--- src/rtl/apb_dmi_regbank.sv ---
`default_nettype none
// ============================================================================
//  Module      : apb_dmi_regbank
//  Description : APB4 slave register bank. G_NUM_REGS RW control registers
//                exported to hardware, a W1C status register set by
//                hardware events, an interrupt-enable register and a
//                registered interrupt output. Supports wait states, byte
//                strobes, secure-only registers and PSLVERR reporting.
//  Revision    : 1.0 - initial release
// ============================================================================
module apb_dmi_regbank #(
    parameter int                    G_REGWIDTH    = 32,
    parameter int                    G_ADDR_WIDTH  = 6,
    parameter int                    G_NUM_REGS    = 8,
    parameter int                    G_WAIT_STATES = 0,
    parameter logic [G_NUM_REGS-1:0] G_SECURE_MASK = '0,
    parameter logic [G_REGWIDTH-1:0] G_RESET_VAL   = '0
) (
    input  logic                             clk,
    input  logic                             rst,
    input  logic                             s_apb_psel,
    input  logic                             s_apb_penable,
    input  logic                             s_apb_pwrite,
    input  logic [2:0]                       s_apb_pprot,
    input  logic [G_ADDR_WIDTH-1:0]          s_apb_paddr,
    input  logic [G_REGWIDTH-1:0]            s_apb_pwdata,
    input  logic [G_REGWIDTH/8-1:0]          s_apb_pstrb,
    output logic                             s_apb_pready,
    output logic [G_REGWIDTH-1:0]            s_apb_prdata,
    output logic                             s_apb_pslverr,
    output logic [G_NUM_REGS*G_REGWIDTH-1:0] hw_ctrl,
    input  logic [G_REGWIDTH-1:0]            hw_event,
    output logic                             irq
);

    localparam int c_IDX_W  = G_ADDR_WIDTH - 2;
    localparam int c_NBYTES = G_REGWIDTH / 8;
    localparam logic [c_IDX_W-1:0] c_STATUS_IDX = c_IDX_W'(G_NUM_REGS);
    localparam logic [c_IDX_W-1:0] c_IRQEN_IDX  = c_IDX_W'(G_NUM_REGS + 1);

    localparam logic [0:0] c_ST_IDLE   = 1'b0;
    localparam logic [0:0] c_ST_ACCESS = 1'b1;

    logic [0:0]            r_state;
    logic [0:0]            w_state_next;
    logic [3:0]            r_wait_cnt;
    logic [3:0]            w_wait_cnt_next;
    logic [c_IDX_W-1:0]    r_idx;
    logic                  r_write;
    logic                  r_err;
    logic [c_NBYTES-1:0]   r_strb;
    logic [G_REGWIDTH-1:0] r_ctrl [G_NUM_REGS];
    logic [G_REGWIDTH-1:0] r_status;
    logic [G_REGWIDTH-1:0] r_irq_en;
    logic                  r_irq;

    logic                  w_setup;
    logic                  w_pready;
    logic                  w_commit;
    logic                  w_secure_hit;
    logic                  w_setup_err;
    logic [c_IDX_W-1:0]    w_setup_idx;
    logic [G_REGWIDTH-1:0] w_bmask;
    logic [G_REGWIDTH-1:0] w_w1c;
    logic [G_REGWIDTH-1:0] w_rdata;
    logic                  w_unused_prot;

    // Only the non-secure bit of PPROT takes part in the decode.
    assign w_unused_prot = ^{s_apb_pprot[2], s_apb_pprot[0]};

    function automatic logic [G_REGWIDTH-1:0] f_merge(
        input logic [G_REGWIDTH-1:0] old_v,
        input logic [G_REGWIDTH-1:0] new_v,
        input logic [G_REGWIDTH-1:0] mask
    );
        return (old_v & ~mask) | (new_v & mask);
    endfunction

    assign w_setup     = s_apb_psel && !s_apb_penable;
    assign w_setup_idx = s_apb_paddr[G_ADDR_WIDTH-1:2];
    assign w_pready    = (r_state == c_ST_ACCESS) && (r_wait_cnt == 4'd0) &&
                         s_apb_psel && s_apb_penable;
    assign w_commit    = w_pready && !r_err && r_write;

    // Secure-only check for the control register addressed in SETUP.
    always_comb begin
        w_secure_hit = 1'b0;
        for (int i = 0; i < G_NUM_REGS; i++) begin
            if ((int'(w_setup_idx) == i) && G_SECURE_MASK[i] && s_apb_pprot[1]) begin
                w_secure_hit = 1'b1;
            end
        end
    end

    assign w_setup_err = (s_apb_paddr[1:0] != 2'b00) || (w_setup_idx > c_IRQEN_IDX) ||
                         w_secure_hit;

    // Expand byte strobes captured in SETUP into a bit mask.
    generate
        for (genvar b = 0; b < c_NBYTES; b++) begin : g_bmask
            assign w_bmask[b*8 +: 8] = {8{r_strb[b]}};
        end
    endgenerate

    // Next-state and wait-counter logic; abort leaves ACCESS without pready.
    always_comb begin
        w_state_next    = r_state;
        w_wait_cnt_next = r_wait_cnt;
        case (r_state)
            c_ST_IDLE: begin
                if (w_setup) begin
                    w_state_next    = c_ST_ACCESS;
                    w_wait_cnt_next = 4'(G_WAIT_STATES);
                end
            end
            c_ST_ACCESS: begin
                if (!s_apb_psel || w_pready) begin
                    w_state_next = c_ST_IDLE;
                end else if (r_wait_cnt != 4'd0) begin
                    w_wait_cnt_next = r_wait_cnt - 4'd1;
                end
            end
            default: w_state_next = c_ST_IDLE;
        endcase
    end

    // State register plus capture of the transfer attributes in SETUP.
    always_ff @(posedge clk or negedge rst) begin
        if (!rst) begin
            r_state    <= c_ST_IDLE;
            r_wait_cnt <= 4'd0;
            r_idx      <= '0;
            r_write    <= 1'b0;
            r_err      <= 1'b0;
            r_strb     <= '0;
        end else begin
            r_state    <= w_state_next;
            r_wait_cnt <= w_wait_cnt_next;
            if ((r_state == c_ST_IDLE) && w_setup) begin
                r_idx   <= w_setup_idx;
                r_write <= s_apb_pwrite;
                r_err   <= w_setup_err;
                r_strb  <= s_apb_pstrb;
            end
        end
    end

    // Control registers take strobed write data on a clean commit.
    always_ff @(posedge clk or negedge rst) begin
        if (!rst) begin
            for (int i = 0; i < G_NUM_REGS; i++) begin
                r_ctrl[i] <= G_RESET_VAL;
            end
        end else if (w_commit) begin
            for (int i = 0; i < G_NUM_REGS; i++) begin
                if (int'(r_idx) == i) begin
                    r_ctrl[i] <= f_merge(r_ctrl[i], s_apb_pwdata, w_bmask);
                end
            end
        end
    end

    generate
        for (genvar g = 0; g < G_NUM_REGS; g++) begin : g_hw_ctrl
            assign hw_ctrl[g*G_REGWIDTH +: G_REGWIDTH] = r_ctrl[g];
        end
    endgenerate

    assign w_w1c = (w_commit && (r_idx == c_STATUS_IDX)) ? (s_apb_pwdata & w_bmask) : '0;

    // STATUS clears on W1C and sets from hardware events (set wins);
    // IRQ_EN is a plain strobed RW register; irq is registered.
    always_ff @(posedge clk or negedge rst) begin
        if (!rst) begin
            r_status <= '0;
            r_irq_en <= '0;
            r_irq    <= 1'b0;
        end else begin
            r_status <= (r_status & ~w_w1c) | hw_event;
            if (w_commit && (r_idx == c_IRQEN_IDX)) begin
                r_irq_en <= f_merge(r_irq_en, s_apb_pwdata, w_bmask);
            end
            r_irq <= |(r_status & r_irq_en);
        end
    end

    // Read mux over the current register contents.
    always_comb begin
        w_rdata = '0;
        for (int i = 0; i < G_NUM_REGS; i++) begin
            if (int'(r_idx) == i) begin
                w_rdata = r_ctrl[i];
            end
        end
        if (r_idx == c_STATUS_IDX) begin
            w_rdata = r_status;
        end
        if (r_idx == c_IRQEN_IDX) begin
            w_rdata = r_irq_en;
        end
    end

    assign s_apb_pready  = w_pready;
    assign s_apb_pslverr = w_pready && r_err;
    assign s_apb_prdata  = (w_pready && !r_err && !r_write) ? w_rdata : '0;
    assign irq           = r_irq;

endmodule
`default_nettype wire

--- config.mk ---
export PLATFORM = sky130hd
export DESIGN_NAME = apb_dmi_regbank
export DESIGN_NICKNAME = d
export VERILOG_FILES = /design/src/rtl/apb_dmi_regbank.sv
export SDC_FILE = /design/constraint.sdc
export NUM_CORES = 1
export LEC_CHECK = 0
export CAP_MARGIN = 20
export CORE_MARGIN = 1
export CORE_UTILIZATION = 51
export DETAILED_ROUTE_END_ITERATION = 10
export PLACE_DENSITY = 0.92
export SETUP_SLACK_MARGIN = 0.3
export SLEW_MARGIN = 10
export SYNTH_ARGS = -nofsm -noshare
export SYNTH_HDL_FRONTEND = slang
export SYNTH_SLANG_ARGS = --single-unit
--- constraint.sdc ---
create_clock -name clk -period 2.4 [get_ports clk]
set_input_delay 0.36 -clock clk [delete_from_list [all_inputs] [get_ports clk]]
set_output_delay 0.36 -clock clk [all_outputs]
set_load 0.005 [all_outputs]
# After elaboration in Yosys (flattened, before gate mapping)
# Index checks and enable logic that the tools add are counted.
# W data, S select, Z words.
op_classes:
  addsub: 1
  order_cmp: 1
  eq_ne: 12
  mux: 19
  bitwise: 25
  reduce_logical: 31
ops:
  columns: ["operator", "count"]
  rows:
  - ["$and A32 B32 Y32", 12]
  - ["$mux W32", 12]
  - ["$or A32 B32 Y32", 10]
  - ["$not A32 Y32", 2]
  - ["$reduce_or A32 Y1", 1]
  - ["$eq A4 B4 Y1 const B", 6]
  - ["$reduce_and A2 Y1", 8]
  - ["$mux W4", 3]
  - ["$logic_and A1 B1 Y1", 11]
  - ["$eq A4 B3 Y1 const B", 2]
  - ["$logic_not A4 Y1", 2]
  - ["$pmux W4 S2", 1]
  - ["$eq A4 B2 Y1 const B", 1]
  - ["$gt A4 B4 Y1 const B", 1]
  - ["$logic_not A1 Y1", 4]
  - ["$ne A2 B2 Y1 const B", 2]
  - ["$reduce_bool A4 Y1", 1]
  - ["$sub A4 B1 Y4 const B", 1]
  - ["$reduce_and A3 Y1", 1]
  - ["$logic_or A1 B1 Y1", 2]
  - ["$mux W1", 2]
  - ["$ne A2 B1 Y1 const B", 1]
  - ["$pmux W1 S2", 1]
  - ["$reduce_bool A2 Y1", 1]
  - ["$not A1 Y1", 1]
totals:
  reg_bits: 336
  input_bits: 82
  out_inout_bits: 291
  wordCells: 106

# Longest topological paths before layout
logic_depth:
  word_depth: 12
  depth_mapped: 8
  ltp_nobuf: 7

# Worst setup path before layout
# No wires, ideal clock.
synth_timing:
  path_kind: "register -> output"
  from: "register r_wait_cnt[0]"
  to: "output s_apb_prdata[20]"
  arrival_time_ps: 1884
  t_required_ps: 2040
  path_slack_ps: 156
  path_stages_with_launch: 9
  n_path_buf: 1
  path_cell_list: "dfrtp_1 > inv_1 > ha_1 > and4bb_4 > nand2_4 > or3_4 > buf_6 > a2111o_1 > a31oi_1"
synth_via:
  elab_chain_cells: 7
synth_lines:
  columns: ["item", "line_no", "rtl"]
  rows:
  - ["start, declared", "46", "logic [3:0] r_wait_cnt;"]
  - ["start signal, assigned", "138", "r_wait_cnt <= w_wait_cnt_next;"]
  - ["$logic_not A4 Y1", "81", "assign w_pready = (r_state == c_ST_ACCESS) && (r_wait_cnt == 4'd0) &&"]
  - ["$logic_and A1 B1 Y1 (2 in a row)", "81", null]
  - ["$logic_and A1 B1 Y1", "82", "s_apb_psel && s_apb_penable;"]
  - ["$logic_and A1 B1 Y1 (2 in a row)", "205", "assign s_apb_prdata = (w_pready && !r_err && !r_write) ? w_rdata : '0;"]
  - ["$mux W32", "205", null]
  - ["end, declared", "29", "output logic [G_REGWIDTH-1:0] s_apb_prdata,"]
# Every way passes these cells.

# Final worst setup path
layout_timing:
  from: "register r_idx[1]"
  to: "output s_apb_prdata[3]"
layout_via:
  elab_chain_cells: 12
layout_lines:
  columns: ["item", "line_no", "rtl"]
  rows:
  - ["start, declared", "48", "logic [c_IDX_W-1:0] r_idx;"]
  - ["start signal, assigned", "140", "r_idx <= w_setup_idx;"]
  - ["$logic_not A4 Y1", "191", "if (int'(r_idx) == i) begin"]
  - ["$mux W32 (8 in a row)", "191", null]
  - ["$mux W32", "195", "if (r_idx == c_STATUS_IDX) begin"]
  - ["$mux W32 (*)", "198", "if (r_idx == c_IRQEN_IDX) begin"]
  - ["$mux W32 (*)", "205", null]
# Every way passes the cells marked *; elsewhere a longest branch is shown, timed or not.

==> results.yml <==
placed_design:
  place_congestion: 0.950
  post-dp-hpwl_mm: 44.7
  io_buffers: 369
  post-place-ws_ns: -0.681
synth:
  synthDistinctLibCells: 66
  synth_top_flop_cell: "dfrtp_1"
  ys_seq_area_frac: 0.520
  syn-cell-area_um2: 16200
  yosys_register_bits: 336
  synth.avg_cell_area_um2: 12.2
  syn_nets: 1405
  synthCells: 1322
  yosys_warnings: 0
  synthArstFlopShare: 1.00
  synth_edf_count: 0
floorplan:
  fp.dieW_um: 180
  dieHeight_um: 180
  rows: 64
  dieArea_um2: 32400
  pin_count: 373
  start_util: 0.523
  core_um2: 30900
routing:
  viasPerCell: 6.75
  drc: 0
  drtAntennaViolNets: 0
  vias: 15600
  drtPass1Iterations: 7
  routedWlPerCell_um: 31.4
  drt-initial-drc-count: 1793
  drt_wl_total_mm: 72.8
clock_network:
  path_clk_slew_ns: 0.07
  clk_latency_ns: 0.53
  htreeDepth: 2
  cts_buffers: 37
  cts.sinks: 336
  clock_path_buffers: 3
  cts_tree: "done"
  ctsRootBufferMaster: "clkbuf_16"
power:
  leakagePower_nw: 10.9
  max-vdd-ir-drop_mv: 0.521
  power.total_mw: 14.4
  p_per_area_nw_per_um2: 572
sta:
  final_hold_viol_count: 0
  finalHoldWorstSlack_ns: 0.387
  tightest_slew_ns: 0.799
  setup_viol_count_final: 32
  setup_tns_ns: -17.03
  fin_worst_skew_ns: 0.0227
  post-route-min-period_ns: 3.15
  fmax_mhz: 318
  finalMaxSlewViolations: 0
  worst_slack_ns: -0.750
  slew_headroom: 0.467
  rsz0062_at_grt: "true"
  fin_crit_sh: 1.31
global_route:
  grt_usage: 0.418
  grt_pass1_vias: 15900
  antenna_found_initial: 1
  grt_pass1_wl_mm: 101
  grt_max_degree: 64
  overflow: 0
worst_hold_path:
  hp-class: "input pin to register"
worst_setup_path:
  cp_num_buf_inv: 5
  cp_top_family: "compound AO/OA/AOI/OAI gates"
  crit_slowest_cell: "dfrtp_4"
  end_kind: "output pin"
  cpMostUsedCell: "buf_6"
  cp_data_arrival_time_ns: 2.79
  worstSetupPathType: "register to output pin"
  crit_chain: "buf_12 -> buf_6 -> nor3b_2 -> buf_4 -> buf_6 -> a22oi_2 -> o221ai_1 -> o211ai_1 -> a21oi_4 -> buf_2"
  cp-start-kind: "register"
  slowest_delay_ns: 0.54
  critPathMaxFanout: 5
  worstPathRequired_ns: 2.04
final_layout:
  area_growth_pct: 55.5
  drive_above_1_share: 0.414
  finalCoreUtilization: 0.813
  fin_nets: 1981
  layout_commonest_cell: "clkdlybuf4s50_1"
  final_cell_mix: "clkdlybuf4s50_1 (334), dfrtp_1 (332), mux2_4 (184)"
flow_run:
  drv_cap: 0
outcome:
  status: "complete, but fails checks"
  violations: "setup timing"
repair_timing:
item                                    in CTS  in global routing
endpoints found under the setup margin     285                354
pin swaps                                   38                 49
gates cloned                                 3                  2
gates resized for setup                    385                156
hold buffers                                 1                  0
buffers inserted                            50                 14
hold endpoints to repair                    53                  0
cells by family after synthesis:
family | Yosys count | share of synthesized area
adder cells (fa/ha/maj) | 1 | 0.000774
AND/OR/NAND/NOR | 269 | 0.0912
flip-flops | 336 | 0.520
buffers and inverters | 99 | 0.0277
multiplexers | 345 | 0.249
AO/OA/AOI/OAI | 272 | 0.111
area by class of cell:
cell class / count / area [um2]
Multi-Input combinational cell: 888 / 8610
Sequential cell: 336 / 8420
Timing Repair Buffer: 629 / 6410
Fill cell: 1547 / 5780
Clock buffer: 55 / 1100
Tap cell: 396 / 495
Clock inverter: 7 / 63.8
Inverter: 6 / 30.0
Antenna cell: 1 / 2.50
layer usage:
| layer | global-route usage | vias to the layer above | wire, um | share of wire |
|---|---|---|---|---|
| met4 | 0.250 | 0 | 5910 | 0.081 |
| met1 | 0.523 | 7783 | 26100 | 0.36 |
| met3 | 0.118 | 449 | 8820 | 0.12 |
| met5 | 0 | - | 0 | 0 |
| met2 | 0.650 | 1381 | 31900 | 0.44 |
| li1 | - | 6022 | - | - |
metrics by stage:
stage / cells / instance area [um2]
2_1_floorplan: 1322 / 16200
3_3_place_gp: 2185 / 21800
3_5_place_dp: 2185 / 21800
4_1_cts: 2301 / 24300
5_1_grt: 2318 / 25100
6_report: 2318 / 25100
final timing paths:
path | startpoint | endpoint | slack [ns] | cells after the start
worst min register to register | register | register | 0.54 | 1
worst min-delay path | hw_event[5] | r_status[5]$_DFF_PN0_ | 0.39 | 2
min in group asynchronous | rst | async pin | 0.41 | 2
worst max-delay path | r_idx[1]$_DFFE_PN0P_ | s_apb_prdata[3] | -0.75 | 10
max in group asynchronous | rst | async pin | 1.23 | 3
worst max register to register | r_wait_cnt[1]$_DFFE_PN0P_ | r_status[27]$_DFF_PN0_ | 0.06 | 11
synthesized netlist by cell type, drive strengths merged, types with 6 or more instances:
| cell | n | area, um2 |
|---|---|---|
| nand2 | 93 | 374 |
| o22ai | 20 | 125 |
| nor2 | 81 | 444 |
| o21ai | 56 | 280 |
| nand3 | 17 | 85.1 |
| clkbuf | 53 | 199 |
| nand3b | 13 | 97.6 |
| mux2i | 27 | 270 |
| a31oi | 26 | 163 |
| mux2 | 303 | 3410 |
| nand4 | 8 | 50.1 |
| o31a | 6 | 52.6 |
| o211ai | 6 | 45.0 |
| dfrtp | 336 | 8410 |
| buf | 40 | 226 |
| o221ai | 12 | 105 |
| nor3 | 19 | 145 |
| inv | 6 | 22.5 |
| a22oi | 32 | 240 |
| nor2b | 12 | 75.1 |
| mux4 | 15 | 338 |
| a21oi | 49 | 245 |
| a21o | 33 | 248 |
| or3 | 8 | 55.1 |
power breakdown:
part           switching (mW)  internal, mW  leakage (nW)
Sequential              0.134          5.76          4.50
Combinational            1.61          1.23          5.80
Clock                    2.39          3.26         0.574
Total                    4.13          10.2          10.9
worst reg2reg max path, cell delays in order, from the launching register on:
cell,delay (ns)
dfrtp_1,0.38
inv_1,0.07
ha_2,0.17
and4bb_4,0.25
buf_4,0.11
buf_6,0.11
nand4_1,0.19
buf_6,0.22
buf_6,0.12
nor2_4,0.29
nand2_1,0.13
a21o_1,0.19
(Power assumes the default switching activity.)
